==> config.mk <==
export PLATFORM = sky130hd
export DESIGN_NAME = mem_store_buffer_flat
export DESIGN_NICKNAME = d
export VERILOG_FILES = /design/src/rtl/mem_store_buffer_if.sv /design/src/rtl/mem_store_buffer.sv /design/src/flat_wrapper.sv
export SDC_FILE = /design/constraint.sdc
export NUM_CORES = 1
export LEC_CHECK = 0
export CAP_MARGIN = 20
export CELL_PAD_IN_SITES_DETAIL_PLACEMENT = 1
export CELL_PAD_IN_SITES_GLOBAL_PLACEMENT = 2
export CORE_UTILIZATION = 38
export DETAILED_ROUTE_END_ITERATION = 8
export PLACE_DENSITY = 0.76
export SLEW_MARGIN = 0
export SYNTH_ARGS = -nofsm -noshare
export SYNTH_HDL_FRONTEND = slang
export SYNTH_SLANG_ARGS = --single-unit
==> constraint.sdc <==
create_clock -name clk -period 11.8 [get_ports clk]
set_input_delay 2.36 -clock clk [delete_from_list [all_inputs] [get_ports clk]]
set_output_delay 2.36 -clock clk [all_outputs]
set_load 0.03 [all_outputs]
==> src/rtl/mem_store_buffer_if.sv <==
// Store-buffer bus: execute-stage store/load request side plus the memory write side.
// The slave modport is the buffer's view of the bus; the master modport is its environment's view.
interface mem_store_buffer_if #(
    parameter int DWIDTH = 32,
    parameter int AWIDTH = 32,
    parameter int DEPTH  = 4
);
    localparam int NBYTES = DWIDTH / 8;
    localparam int CW     = $clog2(DEPTH) + 1;

    logic              st_valid;
    logic              st_ready;
    logic [AWIDTH-1:0] st_addr;
    logic [DWIDTH-1:0] st_data;
    logic [1:0]        st_size;
    logic              st_err;
    logic [AWIDTH-1:0] mem_addr;
    logic [DWIDTH-1:0] mem_wdata;
    logic [NBYTES-1:0] dmem_we;
    logic [NBYTES-1:0] imem_we;
    logic              mem_ready;
    logic [AWIDTH-1:0] ld_addr;
    logic              ld_hazard;
    logic [CW-1:0]     count;
    logic              empty;

    modport slave (
        input  st_valid, st_addr, st_data, st_size, mem_ready, ld_addr,
        output st_ready, st_err, mem_addr, mem_wdata, dmem_we, imem_we,
               ld_hazard, count, empty
    );

    modport master (
        output st_valid, st_addr, st_data, st_size, mem_ready, ld_addr,
        input  st_ready, st_err, mem_addr, mem_wdata, dmem_we, imem_we,
               ld_hazard, count, empty
    );
endinterface

==> src/rtl/mem_store_buffer.sv <==
// Byte-lane aligning store buffer with region decode, FIFO drain to dmem/imem and load hazard detect.
// Optional macro STBUF_COALESCE_EN merges a store into the youngest entry when it hits the same word and target.
module mem_store_buffer #(
    parameter int DWIDTH = 32,
    parameter int AWIDTH = 32,
    parameter int DEPTH  = 4
) (
    input logic               clk,
    input logic               rst,
    mem_store_buffer_if.slave bus
);
    localparam int NBYTES = DWIDTH / 8;
    localparam int OFFW   = $clog2(NBYTES);
    localparam int WAW    = AWIDTH - OFFW;
    localparam int PW     = $clog2(DEPTH);
    localparam int CW     = PW + 1;

    logic [WAW-1:0]    addr_q [DEPTH];
    logic [NBYTES-1:0] mask_q [DEPTH];
    logic [DWIDTH-1:0] data_q [DEPTH];
    logic [1:0]        tgt_q  [DEPTH];
    logic [DEPTH-1:0]  vld_q;
    logic [PW-1:0]     wr_ptr_q, wr_ptr_d;
    logic [PW-1:0]     rd_ptr_q, rd_ptr_d;
    logic [CW-1:0]     count_q, count_d;
    logic              st_err_q, st_err_d;

    logic [OFFW-1:0]   off;
    logic [WAW-1:0]    waddr_new;
    logic [3:0]        region;
    logic [1:0]        tgt_new;
    logic [NBYTES-1:0] mask_new;
    logic [DWIDTH-1:0] data_new;
    logic              illegal, misaligned;
    logic              full, empty_w, accept, pop, enq, merge, push;
    logic              hazard;

    always_comb begin
        off        = bus.st_addr[OFFW-1:0];
        waddr_new  = bus.st_addr[AWIDTH-1:OFFW];
        region     = bus.st_addr[AWIDTH-1:AWIDTH-4];
        illegal    = (32'd1 << bus.st_size) > 32'(NBYTES);
        misaligned = |(off & OFFW'((32'd1 << bus.st_size) - 32'd1));
        data_new   = bus.st_data << {off, 3'b000};
        mask_new   = '0;
        for (int b = 0; b < NBYTES; b++) begin
            mask_new[b] = (b >= int'(off)) && (b < int'(off) + (1 << bus.st_size));
        end
        case (region)
            4'b0001: tgt_new = 2'b01;
            4'b0010: tgt_new = 2'b10;
            4'b0011: tgt_new = 2'b11;
            default: tgt_new = 2'b00;
        endcase
    end

    assign full    = (count_q == CW'(DEPTH));
    assign empty_w = (count_q == '0);
    assign accept  = bus.st_valid && !full;
    assign pop     = bus.mem_ready && !empty_w;
    // Unmapped regions are swallowed silently: accepted but never queued.
    assign enq     = accept && !illegal && !misaligned && (tgt_new != 2'b00);

`ifdef STBUF_COALESCE_EN
    logic [PW-1:0]     tail;
    logic [DWIDTH-1:0] lane_new;

    assign tail  = wr_ptr_q - PW'(1);
    // A lone entry that is leaving this cycle cannot absorb the store.
    assign merge = enq && !empty_w && !(pop && count_q == CW'(1))
                   && (addr_q[tail] == waddr_new) && (tgt_q[tail] == tgt_new);

    always_comb begin
        lane_new = '0;
        for (int b = 0; b < NBYTES; b++) begin
            lane_new[8*b +: 8] = {8{mask_new[b]}};
        end
    end
`else
    assign merge = 1'b0;
`endif

    assign push = enq && !merge;

    always_comb begin
        wr_ptr_d = push ? wr_ptr_q + PW'(1) : wr_ptr_q;
        rd_ptr_d = pop  ? rd_ptr_q + PW'(1) : rd_ptr_q;
        count_d  = count_q + CW'(push) - CW'(pop);
        st_err_d = accept && (illegal || misaligned);
    end

    always_ff @(posedge clk or posedge rst) begin
        if (rst) begin
            wr_ptr_q <= '0;
            rd_ptr_q <= '0;
            count_q  <= '0;
            st_err_q <= 1'b0;
            vld_q    <= '0;
            for (int i = 0; i < DEPTH; i++) begin
                addr_q[i] <= '0;
                mask_q[i] <= '0;
                data_q[i] <= '0;
                tgt_q[i]  <= '0;
            end
        end else begin
            wr_ptr_q <= wr_ptr_d;
            rd_ptr_q <= rd_ptr_d;
            count_q  <= count_d;
            st_err_q <= st_err_d;
            if (pop) begin
                vld_q[rd_ptr_q] <= 1'b0;
            end
            if (push) begin
                addr_q[wr_ptr_q] <= waddr_new;
                mask_q[wr_ptr_q] <= mask_new;
                data_q[wr_ptr_q] <= data_new;
                tgt_q[wr_ptr_q]  <= tgt_new;
                vld_q[wr_ptr_q]  <= 1'b1;
            end
`ifdef STBUF_COALESCE_EN
            if (merge) begin
                mask_q[tail] <= mask_q[tail] | mask_new;
                data_q[tail] <= (data_q[tail] & ~lane_new) | (data_new & lane_new);
            end
`endif
        end
    end

    always_comb begin
        hazard = 1'b0;
        for (int i = 0; i < DEPTH; i++) begin
            if (vld_q[i] && (addr_q[i] == bus.ld_addr[AWIDTH-1:OFFW])) begin
                hazard = 1'b1;
            end
        end
    end

    assign bus.st_ready  = !full;
    assign bus.st_err    = st_err_q;
    assign bus.count     = count_q;
    assign bus.empty     = empty_w;
    assign bus.ld_hazard = hazard;
    assign bus.mem_addr  = empty_w ? '0 : {addr_q[rd_ptr_q], {OFFW{1'b0}}};
    assign bus.mem_wdata = empty_w ? '0 : data_q[rd_ptr_q];
    assign bus.dmem_we   = (!empty_w && tgt_q[rd_ptr_q][0]) ? mask_q[rd_ptr_q] : '0;
    assign bus.imem_we   = (!empty_w && tgt_q[rd_ptr_q][1]) ? mask_q[rd_ptr_q] : '0;
endmodule

==> src/flat_wrapper.sv <==
// flat-port wrapper written by rule: the top's interface ports become plain ports
module mem_store_buffer_flat 
#(
    parameter int DWIDTH = 32,
    parameter int AWIDTH = 32,
    parameter int DEPTH  = 4
)
  (clk, rst, bus_st_valid, bus_st_addr, bus_st_data, bus_st_size, bus_mem_ready, bus_ld_addr, bus_st_ready, bus_st_err, bus_mem_addr, bus_mem_wdata, bus_dmem_we, bus_imem_we, bus_ld_hazard, bus_count, bus_empty);
  mem_store_buffer_if #(.DWIDTH(DWIDTH), .AWIDTH(AWIDTH), .DEPTH(DEPTH)) bus_i ();
  input logic clk;
  input logic rst;
  input wire logic [$bits(bus_i.st_valid)-1:0] bus_st_valid;
  input wire logic [$bits(bus_i.st_addr)-1:0] bus_st_addr;
  input wire logic [$bits(bus_i.st_data)-1:0] bus_st_data;
  input wire logic [$bits(bus_i.st_size)-1:0] bus_st_size;
  input wire logic [$bits(bus_i.mem_ready)-1:0] bus_mem_ready;
  input wire logic [$bits(bus_i.ld_addr)-1:0] bus_ld_addr;
  output wire logic [$bits(bus_i.st_ready)-1:0] bus_st_ready;
  output wire logic [$bits(bus_i.st_err)-1:0] bus_st_err;
  output wire logic [$bits(bus_i.mem_addr)-1:0] bus_mem_addr;
  output wire logic [$bits(bus_i.mem_wdata)-1:0] bus_mem_wdata;
  output wire logic [$bits(bus_i.dmem_we)-1:0] bus_dmem_we;
  output wire logic [$bits(bus_i.imem_we)-1:0] bus_imem_we;
  output wire logic [$bits(bus_i.ld_hazard)-1:0] bus_ld_hazard;
  output wire logic [$bits(bus_i.count)-1:0] bus_count;
  output wire logic [$bits(bus_i.empty)-1:0] bus_empty;
  assign bus_i.st_valid = bus_st_valid;
  assign bus_i.st_addr = bus_st_addr;
  assign bus_i.st_data = bus_st_data;
  assign bus_i.st_size = bus_st_size;
  assign bus_i.mem_ready = bus_mem_ready;
  assign bus_i.ld_addr = bus_ld_addr;
  assign bus_st_ready = bus_i.st_ready;
  assign bus_st_err = bus_i.st_err;
  assign bus_mem_addr = bus_i.mem_addr;
  assign bus_mem_wdata = bus_i.mem_wdata;
  assign bus_dmem_we = bus_i.dmem_we;
  assign bus_imem_we = bus_i.imem_we;
  assign bus_ld_hazard = bus_i.ld_hazard;
  assign bus_count = bus_i.count;
  assign bus_empty = bus_i.empty;
  mem_store_buffer #(.DWIDTH(DWIDTH), .AWIDTH(AWIDTH), .DEPTH(DEPTH)) u_core (.clk(clk), .rst(rst), .bus(bus_i));
endmodule
# Word-level counts from Yosys, hierarchy flattened
# Index checks and enable logic that the tools add are counted.
# W data, S select, Z words.
# classes
n_addsub	6
multipliers	0
div_mod_pow	0
n_lt_le_gt_ge	15
eq_ne	8
shifts	2
mux	39
bitwise_logic	6
reduce_logical	26
# ops
operator	count
$mux W32	5
$bwmux W128	1
$bwmux W120	1
$eq A30 B30 Y1	4
$mux W30	3
$bmux W32 S2	1
$demux W32 S2	1
$lt A3 B32 Y1 const A	2
$bmux W30 S2	1
$demux W30 S2	1
$add A3 B32 Y32	1
$gt A32 B3 Y1 const B	1
$lt A1 B32 Y1 const A	1
$lt A2 B32 Y1 const A	1
$shl A1 B2 Y32 const A	1
$shl A32 B5 Y32	1
$mux W4	7
$logic_and A1 B1 Y1	18
$bwmux W16	1
$bmux W4 S2	1
$bwmux W8	1
$demux W4 S2	1
$eq A4 B2 Y1 const B	2
$ge A3 B3 Y1 const B	2
other kinds (27)	43
# totals
regBits	284
latchBits	0
ramBits	0
romBits	0
in_bits	102
out_inout_bits	79
word_cells	123
n_memories	0

# Logic depth before layout (Yosys ltp)
# logic_depth
word_depth	9
depth_mapped	11
mapped_depth_nobuf	11

# Worst setup path after synthesis
# No wires, ideal clock.
# synth_timing
path_kind	input to output
startpoint	in bus_ld_addr[8]
endpoint	out bus_ld_hazard
arrival_ns	3.447
required_time_ns	9.440
slack_ns	5.993
stages	6
n_path_buf	1
path_cell_list	clkbuf_1 xnor2_1 nand4_1 nor4_1 nand4_1 nand4_1
# synth_between
elab_chain_cells	6
elab_cells_between_ends	12
cone_classes	eq/ne (4); mux (4); reduce/logical (4)
# synth_lines
element	line_no	rtl
start: declaration	flat_wrapper.sv:17	input wire logic [$bits(bus_i.ld_addr)-1:0] bus_ld_addr;
$eq A30 B30 Y1	mem_store_buffer.sv:132	if (vld_q[i] && (addr_q[i] == bus.ld_addr[AWIDTH-1:OFFW])) begin
$logic_and A1 B1 Y1	mem_store_buffer.sv:132	
$mux W1 (3 in series)	mem_store_buffer.sv:132	
$mux W1 *	mem_store_buffer.sv:132	
end: declaration	flat_wrapper.sv:24	output wire logic [$bits(bus_i.ld_hazard)-1:0] bus_ld_hazard;
# Mark *: on every way between the ends. The rest lies on a longest branch, timed or not.

# Worst setup path in the final report
# layout_timing
startpoint	in bus_ld_addr[16]
endpoint	out bus_ld_hazard
# Same word-level chain as after synthesis.

==> impl_results.rst <==
.. list-table::
   :header-rows: 1

   * - Metric
     - Value
   * - Total die area
     - 39200 um^2
   * - Data required time at the worst endpoint
     - 9440 ps
   * - Category of the worst setup path capture point
     - output pin
   * - Wire length of the first global-routing pass
     - 64900 um
   * - Synthesized-area fraction occupied by adder cells
     - 1.39%
   * - Synth Area in Compound Gates
     - 3.77%
   * - Number of placement rows
     - 71
   * - CTS sink count
     - 284
   * - DRT iter0 DRCs
     - 451
   * - Worst r2r src
     - u_core.bus.count[1]$_DFF_PP0_
   * - Data arrival at the endpoint of the critical path
     - 4920 ps
   * - DP Cell Count
     - 1791
   * - Proportion of synthesized area in mux cells
     - 25.8%
   * - Power share of the clock group
     - 24.2%
   * - Clock skew
     - 30.5 ps
   * - Reg2reg setup slack
     - 8750 ps
   * - Height of the die
     - 198 um
   * - TritonCTS clock tree
     - done
   * - Final cycle utilization of the critical path
     - 61.7%
   * - Dominant cells by area after synthesis
     - dfrtp_1 49%, mux2_2 14%, mux4_2 11%, xnor2_1 4.8%, and2_1 3.0%
   * - Library cells used by synthesis
     - 35
   * - Net count of the finished layout
     - 1436
   * - Area fraction of the dominant cell type after synthesis
     - 48.7%
   * - Number of global-route vias before repair
     - 10600
   * - Path type of the worst setup path
     - in -> out
   * - Result of the run
     - finished clean
   * - Post-Synth Simple-Gate Area
     - 9.89%
   * - Worst ir drop on vdd
     - 0.000140 V
   * - Fraction of layout instances using a drive strength above 1
     - 24.5%
   * - YS warnings
     - 0
   * - Start point of the worst min-delay path
     - u_core.data_q[102]$_DFFE_PP0P_
   * - Final cell count without fillers
     - 1857
   * - CTS Buffer Depth
     - 3
   * - Avg Cell Area, Syn
     - 12.4 um^2
   * - Placer congestion estimate
     - 0.831
   * - Post-CTS setup buffer count
     - 0
   * - Sequential power share
     - 36.8%
   * - ANT nets after route
     - 0
   * - Number of levels in the clock H-tree
     - 2
   * - RSZ-0062 raised after global routing
     - false
   * - Clock period minus worst slack
     - 7280 ps
   * - DRC Markers
     - 0
   * - Dominant cell type by area after synthesis
     - dfrtp_1
   * - Path type of the worst min-delay path
     - reg -> reg
   * - Sequential share of the synthesized area
     - 48.7%
   * - Share of the synthesized netlist area taken by xor and xnor gates
     - 7.45%
   * - Total power per unit cell area
     - 245 nW/um^2
   * - Boundary pin count
     - 181
   * - Count of maximum capacitance violations
     - 0
   * - FF-to-FF End
     - u_core.bus.count[2]$_DFF_PP0_
   * - Via count normalized by instance count
     - 5.25
   * - Root buf cell
     - clkbuf_16
   * - Switching Power
     - 1560 uW
   * - Detailed Route WL
     - 41800 um
   * - Total of endpoints with negative setup slack in the final report
     - 0
   * - Fin Setup TNS
     - 0 ps
   * - I/O Buffers
     - 176
   * - Worst hold path stage count
     - 2
   * - Starting density of the core
     - 38.6%
   * - X dimension of the die
     - 198 um
   * - Maximum frequency from static timing analysis
     - 137 MHz
   * - Async set-or-reset flop fraction in the synthesized netlist
     - 100%
   * - Fin. max-slew vios
     - 0
   * - Combined global-route utilization of all metal layers
     - 22.1%
   * - Least-Margin Pin Slew
     - 1000 ps
   * - Combinational Power Share
     - 39.0%
   * - Antenna violations before repair
     - 2
   * - Hold_ws
     - 473 ps
   * - Flops & latches, synth
     - 284
   * - Worst Path Max Fanout
     - 4
   * - Vias after detailed routing
     - 9749
   * - Reg clk slew, reported paths
     - 50 ps
   * - Largest net degree at the start of global routing
     - 133
   * - Leakage power summed over all cells
     - 0.00796 uW
   * - Dominant combinational cell family by area after synthesis
     - multiplexers
   * - Core Area
     - 37800 um^2
   * - Hold path endpoint
     - u_core.data_q[102]$_DFFE_PP0P_
   * - Area growth from synthesis to layout
     - 22.9%
   * - First-pass iteration count of the detailed router
     - 4
   * - Estimated wirelength of the detail-placed design
     - 27800 um
   * - Cells on worst reg2reg path
     - 10
   * - Detailed-route wire length per cell
     - 22.5 um
   * - Max-slew headroom
     - 33.1%
   * - Switching part of the total
     - 35.6%
   * - Count of endpoints failing hold in the final timing report
     - 0
   * - GRT overflow
     - 0
   * - Post-synth top flop
     - dfrtp_1
   * - Post_cts resized
     - 0
   * - Worst setup SP type
     - primary input
   * - Count of hold-fix buffers inserted at cts
     - 0
   * - Clock latency at the later pin of the worst-skew pair
     - 530 ps
   * - Number of enable-type register cells in the synthesized netlist
     - 0
   * - CTS buffer count
     - 35
   * - Internal power
     - 2830 uW
   * - Number of standard cells after synthesis
     - 1180
   * - Netlist area before placement
     - 14600 um^2
[critical path: stages]
cell	delay [ps]
clkdlybuf4s50_1	520
xnor2_1	390
nand4_1	230
nor4_1	430
nand4_1	130
nand4_1	170
clkdlybuf4s50_1	690
[final cells by class]
| cell class | instances | area (um^2) |
|---|---|---|
| antenna | 1 | 2.50 |
| clock buffer | 54 | 1050 |
| clock inverter | 9 | 91.3 |
| fill | 3942 | 19800 |
| inverter | 17 | 71.3 |
| multi-input combinational | 792 | 7080 |
| sequential | 284 | 7110 |
| tap | 511 | 639 |
| timing repair buffer | 189 | 1870 |
[worst max path at each step]
| stage | slack, ps | startpoint | to |
|---|---|---|---|
| floorplan | 1600 | rst | u_core.addr_q[0]$_DFFE_PP0P_ |
| global placement | 4470 | bus_ld_addr[16] | bus_ld_hazard |
| detailed placement | 4480 | bus_ld_addr[16] | bus_ld_hazard |
| CTS | 4470 | bus_ld_addr[16] | bus_ld_hazard |
| global route | 4440 | bus_ld_addr[16] | bus_ld_hazard |
| finish | 4520 | bus_ld_addr[16] | bus_ld_hazard |
[routing by layer]
layer | GRT usage [%] | share of wire [%]
met5 | 0 | 0.031
met4 | 5.11 | 1.7
met3 | 3.47 | 4.8
met2 | 36.4 | 49
met1 | 30.6 | 45
[layout by cell type, fill, tap and decap left out, types with 12 or more instances in the layout]
cell and count:
clkbuf_16 36, mux2_2 184, and2_1 71, inv_1 16, a21oi_1 17, buf_4 12, nand2_1 113, nand4_1 29
mux2i_1 16, xor2_1 44, clkdlybuf4s50_1 174, o21ai_0 74, nor4_1 16, xnor2_1 80, ha_1 13, nor2_1 21
dfrtp_1 282, mux4_2 68
[Yosys cell counts (2+ instances only)]
| cell type | count |
|---|---|
| nor2_1 | 21 |
| and3_1 | 8 |
| nand3_2 | 4 |
| a21oi_1 | 17 |
| mux2_2 | 184 |
| mux2i_1 | 16 |
| and2_1 | 71 |
| nand4_1 | 29 |
| mux4_2 | 68 |
| a211oi_1 | 8 |
| o21ai_0 | 74 |
| buf_2 | 21 |
| buf_1 | 7 |
| clkbuf_1 | 58 |
| dfrtp_1 | 284 |
| ha_1 | 13 |
| nor4_1 | 16 |
| xnor2_1 | 80 |
| fa_1 | 2 |
| o21a_1 | 2 |
| buf_4 | 2 |
| nor2b_1 | 11 |
| nand2_1 | 113 |
| xor2_1 | 44 |
| inv_1 | 17 |
[sequential cells by signal, summed over array words and instances (netlist names)]
register / count
u_core.vld_q: 4
u_core.wr_ptr_q: 2
u_core.mask_q: 16
u_core.data_q: 128
u_core.rd_ptr_q: 2
u_core.bus.count: 3
u_core.bus.st_err: 1
u_core.addr_q: 120
u_core.tgt_q: 8
[power groups by stage]
| stage | combinational [uW] | clock [uW] | sequential (uW) |
|---|---|---|---|
| final | 1710 | 1060 | 1610 |
| after global routing | 1830 | 1120 | 1670 |
| after CTS | 1740 | 1080 | 1620 |
| after detailed placement | 1730 | 0 | 1630 |
| after global placement | 1710 | 0 | 1610 |
| after floorplan | 1210 | 0 | 1500 |
[per-stage QoR]
stage | worst slack [ps] | power (uW) | util, % | cell area, um^2
after CTS | 4470 | 4440 | 47.4 | 17900
after floorplan | 1600 | 2710 | - | 14600
after global routing | 4440 | 4620 | 47.5 | 17900
after detailed placement | 4480 | 3360 | 44.3 | 16700
after global placement | 4470 | 3320 | 44.3 | 16700
final | 4520 | 4390 | 47.5 | 17900
[cell families after synthesis]
| group | count (synthesis) |
|---|---|
| flops | 284 |
| mux | 268 |
| buf+inv | 105 |
| other cells | 1 |
| compound gates | 104 |
| fa+ha+maj | 15 |
| xor+xnor | 124 |
| simple gates | 279 |
(Power assumes the default switching activity.)
